**src/rtl/i2c_slave_reg_bank.sv**
```systemverilog
// Register bank behind an I2C slave byte interface.
// Pointer-addressed multi-byte access plus a local host port.
module i2c_slave_reg_bank #(
  parameter int          ADDR_WIDTH  = 4,
  parameter logic [7:0]  RESET_VALUE = 8'h00
) (
  input  logic                  clock,
  input  logic                  reset_n,
  input  logic [7:0]            slv_data_read,
  input  logic                  slv_read_write_flag,
  input  logic                  slv_data_finish,
  input  logic                  slv_transfer_status,
  input  logic                  slv_error,
  output logic [7:0]            slv_data_write,
  input  logic [ADDR_WIDTH-1:0] host_addr,
  input  logic                  host_wr_en,
  input  logic [7:0]            host_wr_data,
  output logic [7:0]            host_rd_data,
  output logic                  reg_update,
  output logic [ADDR_WIDTH-1:0] reg_update_addr,
  output logic                  host_wr_collision
);

  localparam int DEPTH = 2 ** ADDR_WIDTH;

  typedef enum logic [1:0] {
    IDLE,
    GET_POINTER,
    WRITE_REGS,
    READ_REGS
  } state_t;

  state_t                state;
  state_t                state_nxt;
  logic [ADDR_WIDTH-1:0] ptr;
  logic [ADDR_WIDTH-1:0] ptr_nxt;
  logic [ADDR_WIDTH-1:0] ptr_inc;
  logic [7:0]            regs [DEPTH];
  logic [7:0]            dw_nxt;
  logic                  status_q;
  logic                  start;
  logic                  ok_byte;
  logic                  i2c_we;
  logic                  collision;
  logic                  host_we;

  assign start     = slv_transfer_status & ~status_q;
  assign ok_byte   = slv_data_finish & ~slv_error;
  assign ptr_inc   = ptr + ADDR_WIDTH'(1);
  assign collision = host_wr_en & i2c_we
                   & (host_addr == ptr);
  assign host_we   = host_wr_en & ~collision;

  always_comb begin
    state_nxt = state;
    ptr_nxt   = ptr;
    i2c_we    = 1'b0;
    dw_nxt    = slv_data_write;
    unique case (state)
      IDLE: begin
        if (start) begin
          if (slv_read_write_flag) begin
            state_nxt = READ_REGS;
            dw_nxt    = regs[ptr];
          end else begin
            state_nxt = GET_POINTER;
          end
        end
      end
      GET_POINTER: begin
        if (!slv_transfer_status) begin
          state_nxt = IDLE;
        end else if (ok_byte) begin
          ptr_nxt   = slv_data_read[ADDR_WIDTH-1:0];
          state_nxt = WRITE_REGS;
        end
      end
      WRITE_REGS: begin
        if (!slv_transfer_status) begin
          state_nxt = IDLE;
        end else if (ok_byte) begin
          i2c_we  = 1'b1;
          ptr_nxt = ptr_inc;
        end
      end
      READ_REGS: begin
        if (!slv_transfer_status) begin
          state_nxt = IDLE;
        end else if (slv_data_finish) begin
          ptr_nxt = ptr_inc;
          dw_nxt  = regs[ptr_inc];
        end
      end
      default: state_nxt = IDLE;
    endcase
  end

  // history resets high so a transfer live at reset release is ignored
  always_ff @(posedge clock or negedge reset_n) begin
    if (!reset_n) begin
      state             <= IDLE;
      ptr               <= '0;
      status_q          <= 1'b1;
      slv_data_write    <= RESET_VALUE;
      reg_update        <= 1'b0;
      reg_update_addr   <= '0;
      host_wr_collision <= 1'b0;
    end else begin
      state             <= state_nxt;
      ptr               <= ptr_nxt;
      status_q          <= slv_transfer_status;
      slv_data_write    <= dw_nxt;
      reg_update        <= i2c_we;
      reg_update_addr   <= i2c_we ? ptr : reg_update_addr;
      host_wr_collision <= collision;
    end
  end

  always_ff @(posedge clock or negedge reset_n) begin
    if (!reset_n) begin
      for (int i = 0; i < DEPTH; i++) begin
        regs[i] <= RESET_VALUE;
      end
      host_rd_data <= RESET_VALUE;
    end else begin
      if (host_we) begin
        regs[host_addr] <= host_wr_data;
      end
      if (i2c_we) begin
        regs[ptr] <= slv_data_read;
      end
      host_rd_data <= regs[host_addr];
    end
  end

endmodule

```
**config.mk**
```make
export PLATFORM = sky130hd
export DESIGN_NAME = i2c_slave_reg_bank
export DESIGN_NICKNAME = d
export VERILOG_FILES = /design/src/rtl/i2c_slave_reg_bank.sv
export SDC_FILE = /design/constraint.sdc
export NUM_CORES = 1
export LEC_CHECK = 0
export ABC_AREA = 1
export CELL_PAD_IN_SITES_DETAIL_PLACEMENT = 1
export CELL_PAD_IN_SITES_GLOBAL_PLACEMENT = 1
export CORE_MARGIN = 2
export CORE_UTILIZATION = 45
export CTS_BUF_LIST = sky130_fd_sc_hd__clkbuf_4
export DETAILED_ROUTE_END_ITERATION = 8
export HOLD_SLACK_MARGIN = 0.06
export PLACE_DENSITY = 0.93
export SLEW_MARGIN = 20
export SYNTH_ARGS = -nofsm -noshare
export SYNTH_HDL_FRONTEND = slang
export SYNTH_SLANG_ARGS = --single-unit
```
**constraint.sdc**
```tcl
create_clock -name clock -period 3.3 [get_ports clock]
set_input_delay 0.825 -clock clock [delete_from_list [all_inputs] [get_ports clock]]
set_output_delay 0.825 -clock clock [all_outputs]
set_load 0.01 [all_outputs]
```
-- Word-level counts from Yosys, hierarchy flattened
Cells that the tools add are included.
- $lt $le $gt $ge: 5
- equal/unequal tests: 14
- reductions and logical operators: 9
- add/subtract/negate cells: 1
- bitwise gates (word level): 11
- muxes and demuxes: 38
- operator list (kind ; number):
    128-bit bitwise mux ; 2
    128-bit 2-to-1 mux ; 2
    8-bit binary-select mux with 4-bit select ; 3
    8-bit 2-to-1 mux ; 12
    8-bit demux with 4-bit select ; 2
    4-bit 2-to-1 mux ; 6
    2-bit != test (second input constant) ; 9
    8-bit one-hot mux with 2 select lines ; 1
    5-bit >= comparator (second input constant) ; 3
    4-bit NOT with 5-bit output ; 3
    4-bit one-hot mux with 3 select lines ; 1
    5-bit by 1-bit < comparator with 1-bit output (second input constant) ; 2
    2-bit 2-to-1 mux ; 5
    7-bit AND reduction ; 1
    2-bit one-hot mux with 3 select lines ; 1
    1-bit AND ; 5
    5-bit AND reduction ; 1
    4-bit by 1-bit adder with 4-bit output (second input constant) ; 1
    2-bit == test (second input constant) ; 2
    4-bit == test ; 1
    1-bit 2-to-1 mux ; 3
    3-bit != test (second input constant) ; 1
    1-bit NOT ; 3
    3-bit AND reduction ; 1
    other kinds (6) ; 7
- input bits: 27
- flip-flop bits (word level): 157

-- Longest topological paths before layout
- word-level depth: 12
- depth in mapped cells: 13

-- Least setup slack after synthesis
OpenSTA, ideal clock, no wires.
- path type: reg-to-reg
- from: reg ptr[1]
- to: reg slv_data_write[0]
- clock period less this slack: 2434 ps
- required time: 3235 ps
- setup slack: 866 ps
- arrival time: 2369 ps
- buffers on the path: 4
- stages on the path, launching flop included: 14
- setup time: 65 ps
- cells stage by stage: dfrtp_1 > inv_1 > clkbuf_1 > clkbuf_1 > ha_1 > clkbuf_1 > inv_1 > clkbuf_1 > o211ai_1 > nand3_1 > nand3_1 > nand3_1 > nand3_1 > nand2_1
- longest elaborated chain between the ends: 8
- ends and longest elaborated chain (what ; line ; source):
    from (decl) ; 35 ; logic [ADDR_WIDTH-1:0] ptr;
    from (signal assigned) ; 110 ; ptr <= ptr_nxt;
    4-bit by 1-bit adder with 4-bit output ; 49 ; assign ptr_inc = ptr + ADDR_WIDTH'(1);
    4-bit NOT with 5-bit output (implied by the code) ; 91 ; dw_nxt = regs[ptr_inc];
    8-bit binary-select mux with 4-bit select ; 91 ;
    8-bit 2-to-1 mux (implied by the code) (2 in a row) ; 91 ;
    8-bit 2-to-1 mux ; 89 ; end else if (slv_data_finish) begin
    8-bit 2-to-1 mux ; 87 ; if (!slv_transfer_status) begin
    8-bit one-hot mux with 2 select lines * ; 59 ; unique case (state)
    to (signal assigned) ; 112 ; slv_data_write <= dw_nxt;
    to (decl) ; 14 ; output logic [7:0] slv_data_write,
Mark *: on every way between the ends. The rest lies on a longest branch, timed or not. The select of a mux whose other input is x is not followed.
A chain may end at the register's enable or synchronous reset.

-- Final worst setup path
- from: in host_addr[1]
- to: reg host_rd_data[0]
- longest elaborated chain between the ends: 4
- ends and longest elaborated chain (what ; line ; source):
    from (decl) ; 15 ; input logic [ADDR_WIDTH-1:0] host_addr,
    4-bit NOT with 5-bit output (implied by the code) ; 132 ; host_rd_data <= regs[host_addr];
    8-bit binary-select mux with 4-bit select ; 132 ;
    8-bit 2-to-1 mux (implied by the code) (2 in a row) ; 132 ;
    to (signal assigned) ; 132 ;
    to (decl) ; 18 ; output logic [7:0] host_rd_data,
Every way passes these cells. The select of a mux whose other input is x is not followed.

==> summary.md <==
| Metric | Value |
|---|---|
| Maximum operating frequency | ~0.35 GHz |
| Average detailed-routed wire length per instance | between 20 and 30 um |
| Data arrival time of the critical path | roughly 3.3 ns |
| Critical path start-end classification | primary input to register |
| Initial Util | a little under half |
| Worst slack after detailed placement | 0.203 ns |
| CTS tree | done |
| Final std cell area, no fill | 13600 sq um |
| Power density over cell area | a little under 800 nW/um^2 |
| Leakage power total | around 7.2 nW |
| GR Util met3 | between 10% and 20% |
| Wire length of the first global-routing pass | approximately 93000 um |
| Average size of a mapped cell | ~6.1 sq um |
| Accumulated negative setup slack | 0 ns |
| Fill cell count | around 3700 |
| Clock Skew | a little over 0.03 ns |
| Peak-usage layer in the global routing report | met2 |
| Maximum vdd drop | approximately 570 uV |
| Total instance count after detailed placement | between 2000 and 2500 |
| DRC violations left | 0 |
| Capturing element type of the critical path | register |
| Ratio of final minimum period to clock period | 87.4% |
| Crit Reg-Reg Endpoint | slv_data_write[2] |
| Antenna violations before repair | 3 |
| Die footprint | 28600 sq um |
| Fin nets | 2069 |
| CTS Sinks | 157 |
| Overall Global Routing Usage | a little over two fifths |
| Post-cts gate resize count | 0 |
| Gate count of the mapped netlist | ~2000 |
| Buffers added on ports | 48 |
| Die width | between 150 and 200 um |
| CTS root buf | clkbuf_4 |
| Classification of the worst-slack hold path | primary input to asynchronous set/reset pin |
| Min setup slack post-route | approximately 0.42 ns |
| Latest clock arrival within the worst-skew pair | 0.61 ns |
| Post-Synthesis Net Count | slightly above 2000 |
| Post-synthesis cell area | between 10000 and 15000 sq um |
| Share of the core filled with cells | approximately half |
| Remaining antenna violation count | 0 |
| Hold Worst Slack | just under 0.2 ns |
| Maximum net fanout on the critical path | 19 |
| Number of max-capacitance violations reported | 0 |
| Placer's final routability congestion estimate | about 1.0 |
| Startpoint of the most critical register-to-register path | ptr[0] |
| Chip Height | 169 um |
| Detailed-route vias per instance | around 6.5 |
| GR Util met2 | a little over three fifths |
| Pins over their slew limit | 0 |
| Maximum number of pins on one net before global-route repair | 117 |
| Final min period | slightly below 3 ns |
| Layout overhead on the synthesized area | 11.3% |
| Number of DRC markers in iteration 0 | around 2400 |
| Via count | approximately 16000 |
| Number of buffers inserted by post-CTS setup repair | 0 |
| Vias in the first global route | approximately 15000 |
| TritonCTS Buffers | 17 |
| Yosys warnings | 0 |
| Number of hold-slack violations in the final timing report | 0 |
| CP Launch Type | primary input |
| CTS H-tree depth | 4 |
| Row Count | 60 |
| Worst EP required | around 3.7 ns |
| Hold-fix buffers, CTS | 0 |
| Number of placed I/O pins | 49 |
| Total Power | 10.5 mW |
| Standard cell core area | 26900 sq um |
| Total congestion overflow after global routing | 0 |
| Unique masters post-synth | 34 |
| Global routing met1 resource utilization | between 50% and 60% |
| Setup violators final | 0 |
| Clock-pin slew on the worst setup and hold paths | approximately 0.16 ns |
| Status | finished clean |
| Transition time of the tightest slew-check pin | between 0.9 and 1 ns |
| Detailed Place HPWL | 41600 um |
| Fin cells | 2395 |
| Post-place instance area | approximately 13000 sq um |
| Slew headroom | between 30% and 40% |
| Sequential cell area fraction in the yosys report | around a third |
| Reg2reg setup slack | 0.58 ns |
| Proportion of layout cells with a drive suffix above 1 | about 7.4% |
| Number of storage elements in the synthesis netlist | 157 |
| Wire length reported by the detailed router | just over 60000 um |
| Maximum buffer depth of the clock tree | 2 |
| Setup repair after global routing missed its margin | false |
| Depth of the worst register-to-register path | 10 |
| DR pass1 iterations | 6 |
[power breakdown]
group | switching, mW | internal, mW | leakage [nW] | total, mW
logic | 4.46 | 1.90 | 5.12 | 6.36
registers | 0.527 | 2.46 | 1.94 | 2.99
clock network | 0.872 | 0.308 | 0.125 | 1.18
total | 5.85 | 4.67 | 7.18 | 10.5
[worst max-delay path, cell delays in order]
cell and delay [ns]:
clkdlybuf4s50_1 0.58, inv_2 0.14, nor2_2 0.07, inv_1 0.17
buf_4 0.35, o22ai_1 0.13, o21ai_0 0.73, nand4_1 0.30
[how the worst max path moves through the flow]
| stage | slack [ns] | startpoint | to | cells after the start |
|---|---|---|---|---|
| final | 0.42 | host_addr[1] | host_rd_data[0] | 8 |
| after global routing | 0.48 | host_addr[1] | host_rd_data[0] | 8 |
| after floorplan | 0.87 | ptr[1] | slv_data_write[0] | 13 |
| after global placement | 0.33 | host_addr[1] | host_rd_data[2] | 8 |
| after detailed placement | 0.20 | slv_transfer_status | regs[21] | 11 |
| after CTS | 0.76 | ptr[0] | slv_data_write[1] | 10 |
[layout by cell type (no fill, tap or decap), types with 36 or more instances in the layout]
cell type / count
nand3_1: 316
o211ai_1: 45
a21oi_1: 36
dfrtp_1: 155
buf_4: 94
inv_1: 237
clkdlybuf4s50_1: 46
nand4_1: 57
nand2_1: 670
o21ai_0: 236
[registers in the layout, summed over array words and instances (netlist names)]
name	count
reg_update_addr	4
state	2
slv_data_write	8
ptr	4
host_wr_collision	1
host_rd_data	8
status_q	1
reg_update	1
regs	128
[Yosys cell counts]
master	count	area share (%)
nand2_1	670	21
nand3_1	316	13
inv_1	237	7.3
o21ai_0	236	9.6
dfrtp_1	156	32
clkbuf_1	85	2.6
nand4_1	57	2.9
o211ai_1	45	2.8
buf_2	40	1.6
a21oi_1	36	1.5
o22ai_1	32	1.6
o21ai_1	28	1.1
nor2_1	27	0.83
buf_1	10	0.31
inv_2	6	0.18
ha_1	4	0.41
nor2_2	4	0.20
buf_6	3	0.28
clkbuf_2	3	0.12
a211oi_1	2	0.12
a22oi_1	2	0.12
clkinv_1	2	0.061
buf_4	1	0.061
dfstp_2	1	0.21
nand2_2	1	0.051
nand2_4	1	0.092
nand3_2	1	0.082
nand3b_4	1	0.16
nor2_4	1	0.092
nor3_2	1	0.082
nor3b_1	1	0.061
o21a_1	1	0.061
o31ai_1	1	0.061
xor2_1	1	0.071
[layer usage]
layer / vias up / routed length (um)
li1: 6649 / -
met1: 7513 / 22900
met2: 1088 / 25100
met3: 335 / 7410
met4: 2 / 5020
met5: - / 10
[cells by family (layout without fill, tap and decap cells)]
family	Yosys count	after routing	share of synthesized area, %
xor gates and xnor gates	1	1	0.0714
other	0	3	0
DFF	157	157	32.1
adders and majority gates	4	4	0.408
buffers and inverters	387	425	12.5
AOI/OAI and AO/OA	383	383	17.0
and+or+nand+nor	1081	1081	38.0
[area by class of cell]
class                   instances  area, sq um  share of cell area [%]
diodes                          3         7.51                  0.0550
clock buffers                  17          128                   0.935
clock inverters                15          113                   0.825
inverters                     245          920                    6.74
multi-input cells            1469         6800                    49.8
flip-flops and latches        157         3930                    28.8
well taps                     341          427                    3.13
repair buffers                148         1320                    9.65
Power figures use the tool's default switching activity.
